### config.mk
export PLATFORM = sky130hd
export DESIGN_NAME = reg_file_sync
export DESIGN_NICKNAME = d
export VERILOG_FILES = /design/src/rtl/rv_pkg.sv /design/src/rtl/dff_sync_reset.sv /design/src/rtl/reg_file_sync.sv
export SDC_FILE = /design/constraint.sdc
export NUM_CORES = 2
export LEC_CHECK = 0
export BUFFER_PORTS_ARGS = -buffer_cell sky130_fd_sc_hd__buf_2
export CAP_MARGIN = 5
export CELL_PAD_IN_SITES_DETAIL_PLACEMENT = 2
export CELL_PAD_IN_SITES_GLOBAL_PLACEMENT = 2
export CORE_ASPECT_RATIO = 1.2
export CORE_MARGIN = 5
export CORE_UTILIZATION = 41
export CTS_BUF_LIST = sky130_fd_sc_hd__clkbuf_8
export CTS_CLUSTER_SIZE = 8
export DETAILED_ROUTE_END_ITERATION = 8
export PLACE_DENSITY = 0.94
export SLEW_MARGIN = 15
export SYNTH_ARGS = -nofsm -noshare
export SYNTH_HDL_FRONTEND = slang
export SYNTH_SLANG_ARGS = --single-unit
### constraint.sdc
create_clock -name clk -period 3.6 [get_ports clk]
set_input_delay 0.72 -clock clk [delete_from_list [all_inputs] [get_ports clk]]
set_output_delay 0.72 -clock clk [all_outputs]
set_load 0.02 [all_outputs]
### src/rtl/rv_pkg.sv
// Shared datapath constants and types for the RISC-V core.
package rv_pkg;

  localparam int unsigned XLEN       = 32;
  localparam int unsigned REG_COUNT  = 32;
  localparam int unsigned REG_ADDR_W = $clog2(REG_COUNT);

  typedef logic [REG_ADDR_W-1:0] reg_addr_t;
  typedef logic [XLEN-1:0]       xlen_t;

endpackage

### src/rtl/dff_sync_reset.sv
// Single enabled register with synchronous active-high reset; reset beats enable.
module dff_sync_reset #(
  parameter int unsigned WIDTH = 32
) (
  input  logic             clk,
  input  logic             rst,
  input  logic             wr_en,
  input  logic [WIDTH-1:0] d,
  output logic [WIDTH-1:0] q
);

  always_ff @(posedge clk) begin
    if (rst) begin
      q <= '0;
    end else if (wr_en) begin
      q <= d;
    end
  end

endmodule

### src/rtl/reg_file_sync.sv
// Register file: one synchronous write port, NUM_RD combinational read ports,
// optional hardwired zero register and optional write-to-read bypass.
module reg_file_sync
  import rv_pkg::*;
#(
  parameter int unsigned WIDTH    = XLEN,
  parameter int unsigned DEPTH    = REG_COUNT,
  parameter int unsigned NUM_RD   = 2,
  parameter bit          ZERO_REG = 1'b1,
  parameter bit          BYPASS   = 1'b1,
  localparam int unsigned AW      = (DEPTH > 2) ? $clog2(DEPTH) : 1
) (
  input  logic                          clk,
  input  logic                          rst,
  input  logic                          wr_en,
  input  logic [AW-1:0]                 wr_addr,
  input  logic [WIDTH-1:0]              wr_data,
  input  logic [NUM_RD-1:0][AW-1:0]     rd_addr,
  output logic [NUM_RD-1:0][WIDTH-1:0]  rd_data
);

  localparam int unsigned FIRST = ZERO_REG ? 1 : 0;

  logic [WIDTH-1:0] regs [DEPTH];
  logic             wr_ok;

  // A write that will actually land at the next edge; also qualifies bypass.
  assign wr_ok = wr_en && !rst && (32'(wr_addr) < DEPTH)
                 && !(ZERO_REG && (wr_addr == '0));

  if (ZERO_REG) begin : g_zero
    assign regs[0] = '0;
  end

  for (genvar i = FIRST; i < DEPTH; i++) begin : g_reg
    dff_sync_reset #(
      .WIDTH (WIDTH)
    ) u_reg (
      .clk   (clk),
      .rst   (rst),
      .wr_en (wr_en && (wr_addr == AW'(i))),
      .d     (wr_data),
      .q     (regs[i])
    );
  end

  // Per-port read mux: range check, then zero register, then bypass.
  for (genvar p = 0; p < NUM_RD; p++) begin : g_rd
    logic [WIDTH-1:0] val;

    always_comb begin
      val = '0;
      if ((32'(rd_addr[p]) < DEPTH) && !(ZERO_REG && (rd_addr[p] == '0))) begin
        if (BYPASS && wr_ok && (wr_addr == rd_addr[p])) begin
          val = wr_data;
        end else begin
          val = regs[rd_addr[p]];
        end
      end
    end

    assign rd_data[p] = val;
  end

endmodule

==> results by group, run 1 <==
Floorplan
  – Die Ht: 396 um
  – Cell Rows: 141
  – Die X: 331 um
  – I/O pin count: 114
  – Starting Density: 0.413

Synthesis
  – Number of synthesized flops with an enable pin: 0
  – Synth top area share: 0.391
  – Yosys cell types: 61
  – Async set-reset flop share out of synthesis: 0
  – Synth Flop Type: dfxtp_1
  – Cells after synthesis: 5910
  – Mapped Avg Cell Area: 8.59 sq um
  – Synthesized flop and latch total: 992
  – Post-synth top cells: 2069 x nand2_1, 1037 x a21oi_1, 992 x dfxtp_1, 465 x clkbuf_1, 434 x mux4_2
  – Most numerous cell in the Yosys netlist: nand2_1
  – Syn nets: 5960
  – Yosys top cell by area: dfxtp_1
  – YS warnings: 0
  – Mapped Area: 50800 sq um
  – Register area share after synthesis: 0.391
  – Ranking of synthesized cells by area: dfxtp_1 39%, mux4_2 19%, nand2_1 15%

Placed design
  – Dpl hpwl: 240 mm
  – I/O Buffers: 113
  – Placer Congestion: 0.989

Run status
  – Status: aborted with a tool error
  – Halt Stage: detailed placement
  – Error msg: [ERROR DPL-0033] detailed placement checks failed during check placement.
## through the flow
stage          hold WS [ps]  area [sq um]  setup slack [ps]  setup TNS [ps]
2_1_floorplan           442         50800               254               0
3_3_place_gp            448         56200             -1270           -7360
## logic make-up after synthesis
group,synth area share
mux,0.226
simple gates,0.179
compound gates,0.151
flops,0.391
xor+xnor,0.00172
buf+inv,0.0519
==> inputs of run 2 (changes only) <==
- CELL_PAD_IN_SITES_DETAIL_PLACEMENT: 2 -> not set
- CELL_PAD_IN_SITES_GLOBAL_PLACEMENT: 2 -> not set
- CORE_ASPECT_RATIO: 1.2 -> not set
- CORE_UTILIZATION: 41 -> 39
- CTS_BUF_LIST: sky130_fd_sc_hd__clkbuf_8 -> not set
- CTS_CLUSTER_SIZE: 8 -> not set
- PLACE_DENSITY: 0.94 -> not set
- PLACE_DENSITY_LB_ADDON: not set -> 0.15
==> run 2 against run 1 <==
Against the previous run:
- synthesized cell count is the same
- the flow now finishes, with violations (setup timing)
- synthesized area is the same
==> results by group, run 2 <==
Placed design
  – Dpl hpwl: 156 mm
  – Placer Congestion: 0.937
  – I/O Buffers: 113

Timing
  – Worst-Margin Slew: 1270 ps
  – Final setup skew: 0 ps
  – Setup TNS: -130 ps
  – Worst Hold Slack: 238 ps
  – Final setup fails: 6
  – Endpoints failing hold: 0
  – RSZ-0062 raised after global routing: true
  – Worst slew margin: 0.155
  – Slew Viols, Final: 0
  – Fin worst setup slack: -45.1 ps
  – Final period util: 1.01
  – Post-layout min period: 3650 ps
  – F_max: 0.274 GHz

Power
  – Clk pwr share: 0.457
  – Power per standard cell area: 423 nW/um^2
  – Flop pwr share: 0.427
  – Static leakage: 20.9 nW
  – NetSw: 0.00702 W
  – Comb power frac: 0.117
  – Internal power: 0.0190 W
  – Sw frac: 0.269
  – Maximum VDD drop: 0.430 mV

Synthesis
  – Simple-Gate Fraction of Synth Area: 0.179
  – Synth Flop Type: dfxtp_1
  – Largest family of logic cells by synthesized area: multiplexers
  – Synthesized-area fraction occupied by adder cells: 0
  – Mapped Avg Cell Area: 8.59 sq um
  – Mapped Area: 50800 sq um
  – Mux contribution to synthesized area: 0.226
  – Post-Synth XOR/XNOR Area: 0.00172
  – Yosys top cell by area: dfxtp_1
  – Most numerous cell in the Yosys netlist: nand2_1
  – Synth Area in Compound Gates: 0.151
  – Synth top area share: 0.391
  – Register area share after synthesis: 0.391
  – Ranking of synthesized cells by area: dfxtp_1 39%, mux4_2 19%, nand2_1 15%
  – Number of synthesized flops with an enable pin: 0
  – Post-synth top cells: 2069 x nand2_1, 1037 x a21oi_1, 992 x dfxtp_1, 465 x clkbuf_1, 434 x mux4_2
  – YS warnings: 0
  – Async set-reset flop share out of synthesis: 0
  – Syn nets: 5960
  – Cells after synthesis: 5910
  – Yosys cell types: 61
  – Synthesized flop and latch total: 992

Floorplan
  – Die X: 371 um
  – Cell Rows: 132
  – Die area: 138000 sq um
  – Core Area: 129000 sq um
  – Starting Density: 0.392
  – Die Ht: 371 um
  – I/O pin count: 114

Clock network
  – Clock sinks: 992
  – CTS Buf Count: 112
  – H-tree depth: 3
  – Clk_lat worst skew: 750 ps
  – Clock Root Buffer: clkbuf_16
  – CTS tree: done
  – Maximum root-to-sink buffer count: 3
  – Clock transition at path regs: 60 ps

Setup path
  – Crit-path max FO: 7
  – Setup crit end kind: output pin
  – Cell family with most CP delay: buffers and inverters
  – Worst path required time: 2880 ps
  – Slowest cell delay on critical path: 570 ps
  – CP cell instances: buf_16, buf_12, buf_4, nand2_1, buf_12, nor2_1, a2111oi_2, o21a_1, o31ai_4, buf_4, buf_2
  – CP Class: primary input to output pin
  – Crit path DAT: 2930 ps
  – Number of buffers and inverters on the critical path: 6
  – Max stage delay cell, worst path: o31ai_4
  – Crit start category: primary input

Layout
  – Most frequent cells in the layout: 2044 x nand2_1, 1031 x a21oi_1, 992 x dfxtp_1
  – Layout net count: 6134
  – Share of cells above drive strength 1: 0.251
  – Flip-flop count of the largest register after layout: 992
  – Reg with most FFs: g.u_reg.q
  – Area grow syn2layout: 21.5%
  – Commonest non-fill, non-tap cell in the layout: nand2_1
  – Largest registers: g.u_reg.q: 992 flops

Routing
  – Residual DRC: 0
  – Vias/cell: 6.29
  – Post-route antenna net violation count: 0
  – Iter 0 DRT Violations: 7238
  – Vias: 49812
  – First-pass iteration count of the detailed router: 6
  – Routed WL: 250 mm
  – DR WL/cell: 31.6 um

Global route
  – Initial antenna violation count: 25
  – Wire length of the first global-routing pass: 347 mm
  – Remaining global-route overflow: 0
  – Vias in the first global route: 45857
  – Pin count of the biggest net entering global routing: 212
  – Tot GR Track Use: 0.350

Worst hold path
  – Hold crit path type: primary input to flop

Run status
  – Violated checks: setup timing
  – Status: complete, but fails checks

Flow run
  – Maxcap violations: 0
## run 2: path summary, 6_finish.rpt
check,startpoint,end,slack (ps),cells past startpoint
hold / removal,wr_data[27],g_reg[1].u_reg.q[27]$_SDFFE_PP0P_,240,3
setup reg to reg,g_reg[24].u_reg.q[8]$_SDFFE_PP0P_,g_reg[24].u_reg.q[8]$_SDFFE_PP0P_,2800,2
setup / recovery,rd_addr[5],rd_data[34],-50,11
hold reg to reg,g_reg[3].u_reg.q[22]$_SDFFE_PP0P_,g_reg[3].u_reg.q[22]$_SDFFE_PP0P_,460,2
## run 2: stage by stage
stage,area [sq um],instances,power (W),setup slack (ps),util
finish,61700,7925,0.0261,-45.1,0.476
CTS,60900,7876,0.0259,-27.4,0.470
global route,61700,7917,0.0266,-64.8,0.476
global placement,56500,7658,0.0141,-945,0.437
detailed placement,56500,7658,0.0141,-685,0.437
floorplan,50800,5910,0.0128,254,-
## run 2: cells by family after synthesis
logic type,after synthesis
AOI/OAI and AO/OA,1357
buffers and inverters,632
muxes,592
and+or+nand+nor,2327
xor gates and xnor gates,10
DFF,992
## run 2: power groups by stage
stage	combinational, W	sequential (W)	clock, W
after floorplan	0.00143	0.0113	0
after global placement	0.00277	0.0114	0
after detailed placement	0.00277	0.0114	0
after CTS	0.00286	0.0111	0.0120
after global routing	0.00309	0.0111	0.0124
final	0.00304	0.0111	0.0119
## run 2: worst register-to-register path: stages, from the launching register on
cell     delay [ps]
dfxtp_1         440
nand2_1          80
a21oi_1         180
## run 2: layout make-up
type	count	area, sq um
Sequential cell	992	19900
Tap cell	1742	2180
Timing Repair Buffer	689	6690
Antenna cell	12	30.0
Clock buffer	169	3360
Clock inverter	32	394
Multi-Input combinational cell	4286	29200
Inverter	3	11.3
Fill cell	12372	67800
## run 2: timing repair
action / CTS / global route
hold buffers: 0 / 0
gates cloned: 4 / 8
setup endpoints to repair: 58 / 48
setup buffers: 13 / 29
gates resized for setup: 87 / 80
pin swaps: 9 / 13
## run 2: routing by layer
layer | GRT usage | up-vias | routed length [um]
met2 | 0.514 | 3429 | 105000
met3 | 0.104 | 794 | 33700
met1 | 0.471 | 24549 | 95800
met4 | 0.173 | 12 | 16000
li1 | - | 21028 | -
met5 | 0 | - | 90
Note: power is estimated with default switching activity, not from simulation.
